**config.mk**
```make
export PLATFORM = sky130hd
export DESIGN_NAME = exe_stage
export DESIGN_NICKNAME = d
export VERILOG_FILES = /design/src/rtl/exe_stage.sv
export SDC_FILE = /design/constraint.sdc
export NUM_CORES = 1
export LEC_CHECK = 0
export BUFFER_PORTS_ARGS = -buffer_cell sky130_fd_sc_hd__clkbuf_2
export CAP_MARGIN = 20
export CORE_UTILIZATION = 55
export CTS_BUF_LIST = sky130_fd_sc_hd__clkbuf_4
export CTS_CLUSTER_DIAMETER = 150
export DETAILED_ROUTE_END_ITERATION = 10
export PLACE_DENSITY = 0.8
export SYNTH_ARGS = -nofsm -noshare
export SYNTH_HDL_FRONTEND = slang
export SYNTH_SLANG_ARGS = --single-unit
```
**constraint.sdc**
```tcl
create_clock -name clk -period 5.8 [get_ports clk]
set_input_delay 1.45 -clock clk [delete_from_list [all_inputs] [get_ports clk]]
set_output_delay 1.45 -clock clk [all_outputs]
set_load 0.01 [all_outputs]
```
**src/rtl/exe_stage.sv**
```systemverilog
// Execute stage: Val2 generation, ALU, NZCV status register, branch target
// and the EX/MEM pipeline register.
module exe_stage (
  input  logic        clk,
  input  logic        rst,
  input  logic        freeze,
  input  logic [31:0] pc_in,
  input  logic        wb_en_in,
  input  logic        mem_read_in,
  input  logic        mem_write_in,
  input  logic        b_in,
  input  logic        s_in,
  input  logic        imm_in,
  input  logic [3:0]  exec_cmd_in,
  input  logic [31:0] val_rn_in,
  input  logic [31:0] val_rm_in,
  input  logic [3:0]  rd_in,
  input  logic [11:0] shift_operand_in,
  input  logic [23:0] signed_imm_24_in,
  output logic        branch_taken,
  output logic [31:0] branch_address,
  output logic [3:0]  status,
  output logic        wb_en_out,
  output logic        mem_read_out,
  output logic        mem_write_out,
  output logic [31:0] alu_result,
  output logic [31:0] val_rm_out,
  output logic [3:0]  rd_out
);

  typedef enum logic [3:0] {
    OP_MOV = 4'b0001,
    OP_MVN = 4'b1001,
    OP_ADD = 4'b0010,
    OP_ADC = 4'b0011,
    OP_SUB = 4'b0100,
    OP_SBC = 4'b0101,
    OP_AND = 4'b0110,
    OP_ORR = 4'b0111,
    OP_EOR = 4'b1000
  } alu_op_e;

  logic [31:0] val2;
  logic [31:0] imm8;
  logic [4:0]  imm_rot;
  logic [4:0]  sh_amt;
  logic [63:0] rot_dbl;

  logic [31:0] alu_res;
  logic [32:0] sum33;
  logic [31:0] b_inv;
  logic        cin;
  logic        flag_n;
  logic        flag_z;
  logic        flag_c;
  logic        flag_v;

  // Branch target: sign-extended word offset added to PC+4, wraps mod 2^32.
  always_comb begin
    branch_taken   = b_in;
    branch_address = pc_in + {{6{signed_imm_24_in[23]}}, signed_imm_24_in, 2'b00};
  end

  // Second operand generation; memory ops take the raw 12-bit offset first.
  // Rotations use a doubled word so a rotate by 0 needs no special case.
  always_comb begin
    val2    = val_rm_in;
    imm8    = {24'b0, shift_operand_in[7:0]};
    imm_rot = {shift_operand_in[11:8], 1'b0};
    sh_amt  = shift_operand_in[11:7];
    rot_dbl = '0;
    if (mem_read_in || mem_write_in) begin
      val2 = {20'b0, shift_operand_in};
    end else if (imm_in) begin
      rot_dbl = {imm8, imm8} >> imm_rot;
      val2    = rot_dbl[31:0];
    end else if (!shift_operand_in[4]) begin
      case (shift_operand_in[6:5])
        2'b00: val2 = val_rm_in << sh_amt;
        2'b01: val2 = val_rm_in >> sh_amt;
        2'b10: val2 = $signed(val_rm_in) >>> sh_amt;
        default: begin
          rot_dbl = {val_rm_in, val_rm_in} >> sh_amt;
          val2    = rot_dbl[31:0];
        end
      endcase
    end
  end

  // ALU with 33-bit arithmetic; logical ops and unknown codes keep C and V.
  always_comb begin
    cin     = status[1];
    b_inv   = ~val2;
    sum33   = '0;
    alu_res = '0;
    flag_c  = status[1];
    flag_v  = status[0];
    case (exec_cmd_in)
      OP_MOV: alu_res = val2;
      OP_MVN: alu_res = ~val2;
      OP_ADD: begin
        sum33   = {1'b0, val_rn_in} + {1'b0, val2};
        alu_res = sum33[31:0];
        flag_c  = sum33[32];
        flag_v  = (val_rn_in[31] == val2[31]) && (alu_res[31] != val_rn_in[31]);
      end
      OP_ADC: begin
        sum33   = {1'b0, val_rn_in} + {1'b0, val2} + {32'b0, cin};
        alu_res = sum33[31:0];
        flag_c  = sum33[32];
        flag_v  = (val_rn_in[31] == val2[31]) && (alu_res[31] != val_rn_in[31]);
      end
      OP_SUB: begin
        sum33   = {1'b0, val_rn_in} + {1'b0, b_inv} + 33'd1;
        alu_res = sum33[31:0];
        flag_c  = sum33[32];
        flag_v  = (val_rn_in[31] == b_inv[31]) && (alu_res[31] != val_rn_in[31]);
      end
      OP_SBC: begin
        sum33   = {1'b0, val_rn_in} + {1'b0, b_inv} + {32'b0, cin};
        alu_res = sum33[31:0];
        flag_c  = sum33[32];
        flag_v  = (val_rn_in[31] == b_inv[31]) && (alu_res[31] != val_rn_in[31]);
      end
      OP_AND: alu_res = val_rn_in & val2;
      OP_ORR: alu_res = val_rn_in | val2;
      OP_EOR: alu_res = val_rn_in ^ val2;
      default: alu_res = '0;
    endcase
    flag_n = alu_res[31];
    flag_z = (alu_res == '0);
  end

  // NZCV status register, updated only by unfrozen S instructions.
  always_ff @(posedge clk or posedge rst) begin
    if (rst) begin
      status <= '0;
    end else if (s_in && !freeze) begin
      status <= {flag_n, flag_z, flag_c, flag_v};
    end
  end

  // EX/MEM pipeline register, held while the memory stage stalls.
  always_ff @(posedge clk or posedge rst) begin
    if (rst) begin
      wb_en_out     <= 1'b0;
      mem_read_out  <= 1'b0;
      mem_write_out <= 1'b0;
      alu_result    <= '0;
      val_rm_out    <= '0;
      rd_out        <= '0;
    end else if (!freeze) begin
      wb_en_out     <= wb_en_in;
      mem_read_out  <= mem_read_in;
      mem_write_out <= mem_write_in;
      alu_result    <= alu_res;
      val_rm_out    <= val_rm_in;
      rd_out        <= rd_in;
    end
  end

endmodule

```
==> flow_summary.ini, run 1 <==
[synthesis]
synth_top_area_cell = dfrtp_1
synth_area_leaders = dfrtp_1 (9.7%), ha_1 (8.6%), mux4_2 (6.1%)
yosysUniqueCellTypes = 93
yosys_warnings = 0
synth_edf_count = 0
avgSynthCellArea_um2 = 7.35
syn_inst = 2643
yosysMostFrequentCell = nor2_1
synth-seq-cells = 75
syn-num-nets = 2929
yosys-top-cells-count = nor2_1 (247), a21oi_1 (203), nand2_1 (196), o21ai_0 (151), clkbuf_1 (143)
ys.flop_type = dfrtp_1
yosysTopAreaCellShare_pct = 9.66
syn_area_um2 = 19400
async_flop_share_pct = 100
ys_seq_area_share_pct = 9.66

[placed_design]
dpl.hpwl_mm = 81.4
io_buffers = 250
dpl_cell_area_um2 = 27700
gp_congestion = 1.40

[clock_network]
cts_buffer_depth = 2
hold_buffers = 0
cts_sinks = 75
htreeDepth = 3
root_buffer = clkbuf_4
cts_made_buffers = 9

[global_route]
grt_max_degree = 51
grt_use_total_pct = 83.9
grt_overflow = 751
grt_pass1_vias = 37000
grt_pass1_wl_mm = 229

[outcome]
lastStage = global routing
status = did not finish
error_line = [ERROR GRT-0116] Global routing finished with congestion. Check the congestion regions in the DRC Viewer.

[floorplan]
die_h_um = 190
die_w_um = 190
start_util_pct = 56.1
num_rows = 68
io_pins = 257
-- per-layer routing --
metal / overflow / GRT usage [%]
met3: 24 / 69.9
met5: 1 / 46.0
met4: 245 / 89.9
met1: 19 / 80.0
met2: 462 / 100
-- repair_timing --
item / CTS
endpoints found under the setup margin: 39
gates resized for setup: 265
setup buffers: 122
pin swaps: 92
gates cloned: 2
-- logic make-up after synthesis --
family | share of synthesized area (%)
AOI/OAI and AO/OA | 28.9
xor gates and xnor gates | 6.31
adders and majority gates | 8.94
buffers and inverters | 7.07
DFF | 9.66
muxes | 16.6
and+or+nand+nor | 22.5
-- per-stage QoR --
| stage | setup slack [ns] | hold slack [ns] | util, % | std cells |
|---|---|---|---|---|
| after floorplan | -1.98 | 0.517 | - | 2643 |
| after CTS | -1.91 | 0.525 | 86.7 | 4165 |
| after global placement | -3.00 | 0.475 | 79.9 | 4029 |
| after detailed placement | -3.10 | 0.498 | 79.9 | 4029 |
==> run 2: changes to the inputs <==
- CORE_UTILIZATION: 55 -> 40
- CTS_BUF_LIST: sky130_fd_sc_hd__clkbuf_4 -> unset
- CTS_CLUSTER_DIAMETER: 150 -> unset
- PLACE_DENSITY: 0.8 -> unset
- PLACE_DENSITY_LB_ADDON: unset -> 0.15
- clock period: 5.8 -> 7.5 ns (I/O delays scaled with it)
==> flow_summary.ini, run 2 <==
[placed_design]
dpl_cell_area_um2 = 28200
pre_cts_slack_ns = -2.24
io_buffers = 250
gp_congestion = 1.04
dpl.hpwl_mm = 95.1

[setup_path]
slowest_stage = or4_4
slowest_delay_ns = 0.59
setup.worst_path.end = status[2]$_DFFE_PP0P_
cp.arrival_ns = 9.00
r2r_cells = 14
rr_endpoint = status[2]$_DFFE_PP0P_
reg2reg_slack_ns = 2.45
cp_common_cell = buf_4
crit_required_ns = 7.78
cp.buffers_inverters = 9
crit_path_start_kind = primary input
critPathLaunch = shift_operand_in[7]
cp-end-kind = flop
crit_cells = 31
critPathKind = in -> reg
r2r-start = status[1]$_DFFE_PP0P_
crit_fanout = 5
cp_top_family = simple AND/OR/NAND/NOR gates

[final_layout]
area_growth_pct = 58.9
drive_gt1_share_pct = 46.4
final_cell_mix = buf_4 (1,003), clkbuf_2 (246), nor2_1 (230)
post-route-util_pct = 64.5
top_regs = alu_result (32), val_rm_out (32)
mostFrequentLayoutCell = buf_4
fin_nets = 4035
fin_area_um2 = 30900

[clock_network]
cts.clk_slew.worst_paths_ns = 0.06
clk_latency_ns = 0.40
hold_buffers = 0
cts_sinks = 75
cts_tree = done
root_buffer = clkbuf_16
cts_buffer_depth = 2
htreeDepth = 3
cts_made_buffers = 9

[synthesis]
yosysUniqueCellTypes = 93
yosys-top-cells-count = nor2_1 (247), a21oi_1 (203), nand2_1 (196), o21ai_0 (151), clkbuf_1 (143)
yosysTopAreaCellShare_pct = 9.66
synth_area_leaders = dfrtp_1 (9.7%), ha_1 (8.6%), mux4_2 (6.1%)
synth_edf_count = 0
synth-seq-cells = 75
synth_top_area_cell = dfrtp_1
syn_inst = 2643
ys_seq_area_share_pct = 9.66
syn_area_um2 = 19400
ys.flop_type = dfrtp_1
async_flop_share_pct = 100
avgSynthCellArea_um2 = 7.35
syn-num-nets = 2929
yosys_warnings = 0
yosysMostFrequentCell = nor2_1

[floorplan]
start_util_pct = 40.6
io_pins = 257
die_w_um = 222
die_h_um = 222
die_area_um2 = 49400
core_um2 = 47800
num_rows = 80

[drt]
drtAntennaViolNets = 0
vias = 28200
dr.pass1.iters = 6
remaining_drc_errors = 0
vias_per_cell = 6.45
finalWirelength_mm = 119
wire_per_inst_um = 27.3
first_iter_violations = 3277

[timing]
setup_ws_ns = -1.22
rsz0062_at_grt = true
relSlewSlack_pct = 30.3
slew_violations = 0
worstMarginPinSlew_ns = 1.04
finalSetupViolCount = 21
min_period_over_period_pct = 116
hold_violations = 0
fin_crit_ns = 8.72
fmax_mhz = 115
skew_ns = 0.0282

[global_route]
antenna_found_initial = 4
grt_overflow = 0
grt_max_degree = 76
grt_pass1_vias = 26900
grt_pass1_wl_mm = 171
grt_use_total_pct = 46.1

[outcome]
status = finished, violations left
violations = negative setup slack

[power]
power_density_nw_per_um2 = 128
leakage_nw = 14.2
ir_worst_vdd_mv = 0.167

[hold_path]
min_path_type = reg -> reg

[flow_run]
maxCapViolCount = 0
run 2: repair_timing:
item / 4_1_cts / 5_1_grt
endpoints found under the setup margin: 21 / 24
buffers inserted: 62 / 42
pin swaps: 30 / 83
gates cloned: 2 / 0
resized for setup: 137 / 184
run 2: worst min path at each step:
stage | startpoint | endpoint | cells past startpoint
after floorplan | status[2]$_DFFE_PP0P_ | status[2]$_DFFE_PP0P_ | 2
after global placement | val_rm_out[4]$_DFFE_PP0N_ | val_rm_out[4]$_DFFE_PP0N_ | 2
after detailed placement | val_rm_out[4]$_DFFE_PP0N_ | val_rm_out[4]$_DFFE_PP0N_ | 2
after CTS | val_rm_out[13]$_DFFE_PP0N_ | val_rm_out[13]$_DFFE_PP0N_ | 2
after global routing | val_rm_out[15]$_DFFE_PP0N_ | val_rm_out[15]$_DFFE_PP0N_ | 1
final | val_rm_out[13]$_DFFE_PP0N_ | val_rm_out[13]$_DFFE_PP0N_ | 2
run 2: per-layer routing:
| metal | up-vias | GRT usage, % | part of all wire [%] | wire length (um) |
|---|---|---|---|---|
| met5 | - | 0 | 0.011 | 13 |
| met4 | 2 | 27.4 | 7.1 | 8510 |
| met3 | 514 | 11.6 | 12 | 14100 |
| met2 | 2115 | 70.2 | 43 | 50700 |
| met1 | 13400 | 58.7 | 39 | 46000 |
| li1 | 12200 | - | - | - |
run 2: logic make-up (layout without fill, tap and decap cells):
| kind of cell | after synthesis | after routing | share of synthesized area [%] |
|---|---|---|---|
| AND/OR/NAND/NOR | 876 | 876 | 22.5 |
| flip-flops | 75 | 75 | 9.66 |
| adder cells (fa/ha/maj) | 137 | 137 | 8.94 |
| AO/OA/AOI/OAI | 831 | 831 | 28.9 |
| multiplexers | 244 | 244 | 16.6 |
| XOR/XNOR | 140 | 140 | 6.31 |
| other | 0 | 1 | 0 |
| buffers and inverters | 340 | 1451 | 7.07 |
run 2: worst min-delay path, delay by kind of cell (launching register included):
family | cells | cell delay, ns
flip-flops | 1 | 0.35
AO/OA/AOI/OAI | 1 | 0.06
AND/OR/NAND/NOR | 1 | 0.05
run 2: cell type report:
| type | count | area (um^2) |
|---|---|---|
| Inverter | 129 | 489 |
| Tap cell | 615 | 769 |
| Timing Repair Buffer | 1306 | 9630 |
| Antenna cell | 1 | 2.50 |
| Clock buffer | 11 | 233 |
| Clock inverter | 5 | 37.5 |
| Sequential cell | 75 | 1880 |
| Fill cell | 4067 | 17000 |
| Multi-Input combinational cell | 2228 | 17800 |
run 2: stage by stage:
stage / hold WS (ns) / power, mW / setup TNS (ns) / cells
final: 0.489 / 3.96 / -9.94 / 4370
after detailed placement: 0.476 / 3.10 / -23.48 / 4255
after global placement: 0.466 / 3.07 / -21.57 / 4255
after global routing: 0.523 / 4.10 / -12.58 / 4369
after floorplan: 0.517 / 1.77 / -1.39 / 2643
after CTS: 0.492 / 3.70 / -6.52 / 4334
run 2: where the power goes:
part           switching [mW]  internal, mW  total [mW]
clock                   0.224         0.226       0.450
combinational            1.63          1.38        3.01
sequential             0.0417         0.460       0.502
total                    1.90          2.06        3.96
(Power assumes the default switching activity.)
